### src/rtl/exec_mc_sched.sv
// Execute-stage sequencer for multi-cycle units (MUL/DIV/FADD/FSUB/FSQRT/UART).
// Stalls the pipeline while the selected unit's latency elapses, then strobes writeback.
module exec_mc_sched #(
  parameter int unsigned MUL_LAT   = 2,
  parameter int unsigned DIV_LAT   = 36,
  parameter int unsigned FADD_LAT  = 2,
  parameter int unsigned FSUB_LAT  = 2,
  parameter int unsigned FSQRT_LAT = 4,
  parameter int unsigned CNT_W     = 6
) (
  input  logic        clk,
  input  logic        rstn,
  input  logic        issue,
  input  logic [2:0]  unit,
  input  logic [4:0]  rd,
  input  logic [1:0]  rw,
  input  logic        hazard,
  input  logic        flush,
  input  logic        uart_busy,
  output logic        stall,
  output logic        op_fire,
  output logic        wb_valid,
  output logic [4:0]  wb_rd,
  output logic [1:0]  wb_rw,
  output logic        busy,
  output logic [2:0]  cur_unit,
  output logic [31:0] stall_cnt
);

  typedef enum logic [1:0] {IDLE, WAIT, DONE} state_e;

  localparam logic [2:0] U_MUL   = 3'd1;
  localparam logic [2:0] U_DIV   = 3'd2;
  localparam logic [2:0] U_FADD  = 3'd3;
  localparam logic [2:0] U_FSUB  = 3'd4;
  localparam logic [2:0] U_FSQRT = 3'd5;
  localparam logic [2:0] U_UART  = 3'd6;

  state_e           state_q, state_d;
  logic [CNT_W-1:0] cnt_q, cnt_d;
  logic [4:0]       rd_q, rd_d;
  logic [1:0]       rw_q, rw_d;
  logic [2:0]       unit_q, unit_d;
  logic             op_fire_q, op_fire_d;
  logic [31:0]      stall_cnt_q, stall_cnt_d;
  logic             is_mc;
  logic             accept;

  function automatic logic [CNT_W-1:0] lat_minus1(input logic [2:0] u);
    case (u)
      U_MUL:   return CNT_W'(MUL_LAT - 1);
      U_DIV:   return CNT_W'(DIV_LAT - 1);
      U_FADD:  return CNT_W'(FADD_LAT - 1);
      U_FSUB:  return CNT_W'(FSUB_LAT - 1);
      U_FSQRT: return CNT_W'(FSQRT_LAT - 1);
      default: return '0;
    endcase
  endfunction

  always_comb begin
    // NOTE: every signal gets its default before any branch, so no latch is inferred.
    is_mc       = (unit != 3'd0) && (unit != 3'd7);
    accept      = (state_q == IDLE) && issue && !hazard && !flush && is_mc;
    state_d     = state_q;
    cnt_d       = cnt_q;
    rd_d        = rd_q;
    rw_d        = rw_q;
    unit_d      = unit_q;
    op_fire_d   = 1'b0;

    if (flush) begin
      state_d = IDLE;
      cnt_d   = '0;
    end else begin
      case (state_q)
        IDLE: begin
          if (accept) begin
            state_d   = WAIT;
            rd_d      = rd;
            rw_d      = rw;
            unit_d    = unit;
            cnt_d     = (unit == U_UART) ? '0 : lat_minus1(unit);
            op_fire_d = 1'b1;
          end
        end
        WAIT: begin
          if (unit_q == U_UART) begin
            if (!uart_busy) state_d = DONE;
          // The accept cycle is the first latency cycle, so WAIT lasts LAT-1 cycles (at least one).
          end else if (cnt_q <= CNT_W'(1)) begin
            state_d = DONE;
            cnt_d   = '0;
          end else begin
            cnt_d = cnt_q - CNT_W'(1);
          end
        end
        DONE:    state_d = IDLE;
        default: state_d = IDLE;
      endcase
    end

    stall       = accept || (state_q == WAIT);
    stall_cnt_d = (stall && (stall_cnt_q != 32'hFFFF_FFFF)) ? stall_cnt_q + 32'd1 : stall_cnt_q;
  end

  always_ff @(posedge clk) begin
    // NOTE: sequential state is written only with non-blocking assignments.
    if (!rstn) begin
      state_q     <= IDLE;
      cnt_q       <= '0;
      rd_q        <= '0;
      rw_q        <= '0;
      unit_q      <= '0;
      op_fire_q   <= 1'b0;
      stall_cnt_q <= '0;
    end else begin
      state_q     <= state_d;
      cnt_q       <= cnt_d;
      rd_q        <= rd_d;
      rw_q        <= rw_d;
      unit_q      <= unit_d;
      op_fire_q   <= op_fire_d;
      stall_cnt_q <= stall_cnt_d;
    end
  end

  // A flush in DONE kills the strobe in the same cycle.
  assign wb_valid  = (state_q == DONE) && !flush;
  assign op_fire   = op_fire_q;
  assign wb_rd     = rd_q;
  assign wb_rw     = rw_q;
  assign busy      = (state_q != IDLE);
  assign cur_unit  = unit_q;
  assign stall_cnt = stall_cnt_q;

endmodule
### config.mk
export PLATFORM = sky130hd
export DESIGN_NAME = exec_mc_sched
export DESIGN_NICKNAME = d
export VERILOG_FILES = /design/src/rtl/exec_mc_sched.sv
export SDC_FILE = /design/constraint.sdc
export NUM_CORES = 1
export LEC_CHECK = 0
export CAP_MARGIN = 30
export CORE_ASPECT_RATIO = 0.6
export CORE_UTILIZATION = 56
export DETAILED_ROUTE_END_ITERATION = 10
export DONT_BUFFER_PORTS = 1
export PLACE_DENSITY = 0.7
export SLEW_MARGIN = 20
export SYNTH_ARGS = -nofsm -noshare
export SYNTH_HDL_FRONTEND = slang
export SYNTH_SLANG_ARGS = --single-unit
export TNS_END_PERCENT = 1
### constraint.sdc
create_clock -name clk -period 2.6 [get_ports clk]
set_input_delay 0.52 -clock clk [delete_from_list [all_inputs] [get_ports clk]]
set_output_delay 0.52 -clock clk [all_outputs]
set_load 0.005 [all_outputs]
==> metrics <==
status=completed; pre-CTS WS=~0.049 ns; Final HPWL DP=3910 um; Max Buffers Root-to-Sink=2; Critical Path Start Type=flip-flop; launch point of the worst path=state_q[0]; Final Util=0.648; layout overhead on the synthesized area=9.54%; FILL cells=370; Sink Count=51; FMAX=~0.42 GHz; boundary pin count=between 60 and 70; Final WS setup=0.200 ns; postcts setup bufs=0; via count=approximately 2200; Top delay family on crit path=simple AND/OR/NAND/NOR gates; Worst VDD drop=0.313 mV; R2R Path Start=state_q[0]; area of the core=0.00417 mm2; vias in the first global route=~1800; IO buf count=0; Post-route DRC=0; number of nets with antenna violations after routing=0; worst min path class=input pin to flip-flop; Die ar.=about 0.0047 mm2; Initial Util=0.592; CTS buffer count=5; initial DRC count=between 100 and 150; headroom to the max-slew limit=0.469; mean post-synth cell area=around 8.4 um2; crit-path max FO=10; DIE WIDTH=approximately 88 um; WS Path Type=flip-flop to flip-flop; max_cap viols=0; post-route setup TNS=0 ns; Least-Margin Pin Slew=between 0.7 and 0.8 ns; cell at the slowest stage of the critical path=or4b_4; period utilisation layout=0.923; RSZ-0062 raised after global routing=no; critical path arrival=about 2.6 ns; Internal=between 1 and 1.5 mW; Post-Place Cells=around 350; net count reported at finish=~320; diode count=0; routed length per instance=15.1 um; share of power burned in registers=0.562; endpoint type of the worst setup path=flip-flop; layout cell share with drive strength beyond 1=0.0870; number of synthesized register bits=51; largest net degree at the start of global routing=35; CTS H-tree lvls=2; Final setup viols=0; Slowest Stage Delay on Critical Path=between 0.5 and 0.6 ns; static leakage power=0.858 nW; GRT overflow=0; sequential area share after synthesis=0.414; Ys Warns=0; placed instance area=0.00259 mm2; clock share of power=0.393; post-route non-filler standard cell count=359; Sw Pwr=~0.31 mW; floorplan row count=18; Post-Syn Instances=292; syn_nets=about 310; Post-Synthesis Cell Area=~0.0025 mm2; Fin. Hold Viols=0; post-layout min period=about 2.4 ns; hold_buf cts=0; Slew Viols, Final=0; later-pin clock latency in the skew report=~0.3 ns; crit path buf inv count=1; Design Area, Final=around 0.0027 mm2; first-pass GRT wire length=slightly below 9000 um; Net Sw Frac=0.220; Via density=roughly 6.1; Worst EP required=2.84 ns; Power Density=between 500 and 600 mW/mm2; antenna violations before repair=0; worst-path cell chain=or4b_4 -> o41ai_4 -> buf_4 -> nand3_2 -> or4_1 -> a21oi_1; Max Clock Skew=approximately 0.0051 ns; post-CTS sizing=0; Hold Startpoint=flush; GR Util All Layers=0.242; clock-pin slew on the worst setup and hold paths=about 0.090 ns; GP Congestion=between 0.8 and 0.9; chip height=roughly 53 um; final wirelength=around 5400 um; drt pass-1 iters=4; part of the power in combinational logic=0.045; CTS tree=yes; CTS root buffer=clkbuf_8; Yosys cell types=46
-- registers in the layout (all words and copies together), names as in the netlist --
signal	cells
state_q	2
cnt_q	6
wb_rw	2
stall_cnt	32
op_fire	1
cur_unit	3
wb_rd	5
-- worst paths after layout --
kind | end | slack, ns | depth (start not counted)
setup / recovery | stall_cnt[29] | 0.20 | 6
hold / removal | op_fire | 0.29 | 1
setup reg to reg | stall_cnt[29] | 0.20 | 6
hold reg to reg | cnt_q[4] | 0.50 | 2
-- layer usage --
metal  vias to the layer above  wire length [um]  global-route usage
met4                         0                45              0.0492
met3                         4               538              0.0874
met5                         -                 0                   0
met1                      1001              2750               0.349
met2                        76              2080               0.340
li1                       1097                 -                   -
-- worst reg2reg max path, delay by kind of cell, from the launching register on --
family,cells,cell delay [ns]
AOI/OAI and AO/OA,2,0.48
buffers and inverters,1,0.22
DFF,1,0.35
and+or+nand+nor,3,1.29
-- placed cells by master (no fill, tap or decap), types with 5 or more instances in the layout --
cell and n:
or3_1 16, inv_1 11, nand2b_1 5, or4_1 10, mux2i_1 14, nand3_1 15, nor3_1 7, o21ai_0 15
nor2_1 27, buf_4 11, o31ai_1 8, clkbuf_8 5, dfxtp_1 51, nand2_1 17, o21ai_1 6, a21oi_1 29
-- power by group through the flow --
stage	clock [mW]	sequential [mW]	combinational, mW
4_1_cts	0.575	0.796	0.0648
2_1_floorplan	0	0.812	0.0520
6_report	0.556	0.796	0.0642
3_3_place_gp	0	0.814	0.0639
3_5_place_dp	0	0.814	0.0644
5_1_grt	0.607	0.798	0.0732
-- final cells by class --
type                    count  area, um2  share of cell area
clock buffers               5       68.8              0.0255
clock inverters             3       46.3              0.0171
flip-flops and latches     51       1020               0.378
well taps                  60       75.1              0.0278
repair buffers             11       82.6              0.0306
inverters                  12       45.0              0.0167
multi-input cells         217       1360               0.504
-- cells in the mapped netlist (all sizes together) --
cell / n / area (um2)
dfxtp: 51 / 1020
a21oi: 29 / 145
nor2: 27 / 101
o21ai: 21 / 105
nand2: 17 / 63.8
nand3: 16 / 85.1
or3: 16 / 100
mux2i: 14 / 140
inv: 11 / 41.3
or4: 10 / 75.1
clkbuf: 9 / 33.8
o31ai: 8 / 60.1
nor3: 7 / 35.0
nand2b: 5 / 31.3
nand4: 5 / 37.5
and3: 4 / 25.0
nor4: 4 / 31.3
a211oi: 3 / 22.5
buf: 3 / 12.5
ha: 3 / 37.5
nor3b: 3 / 22.5
o311ai: 3 / 26.3
or4b: 3 / 33.8
and2: 2 / 12.5
nand3b: 2 / 15.0
o41ai: 2 / 36.3
xnor2: 2 / 17.5
a211o: 1 / 8.76
a221oi: 1 / 8.76
a31oi: 1 / 6.26
a41oi: 1 / 8.76
and4: 1 / 8.76
clkinv: 1 / 3.75
nor2b: 1 / 6.26
o211a: 1 / 10.0
o211ai: 1 / 12.5
o32ai: 1 / 8.76
or2: 1 / 6.26
xor2: 1 / 8.76
-- cell families (layout without fill, tap and decap cells) --
group,Yosys count,count (layout),synth area share
XOR/XNOR,3,3,0.0107
buffers and inverters,24,31,0.0370
AO/OA/AOI/OAI,73,73,0.186
AND/OR/NAND/NOR,124,124,0.280
multiplexers,14,14,0.0568
adder cells (fa/ha/maj),3,3,0.0152
flip-flops,51,51,0.414
-- per-stage QoR --
stage               hold slack [ns]  total power, mW
detailed placement            0.494            0.879
floorplan                     0.458            0.864
finish                        0.289             1.42
CTS                           0.281             1.44
global placement              0.481            0.878
global route                  0.278             1.48
No activity file was read; power rests on OpenSTA's default activity.
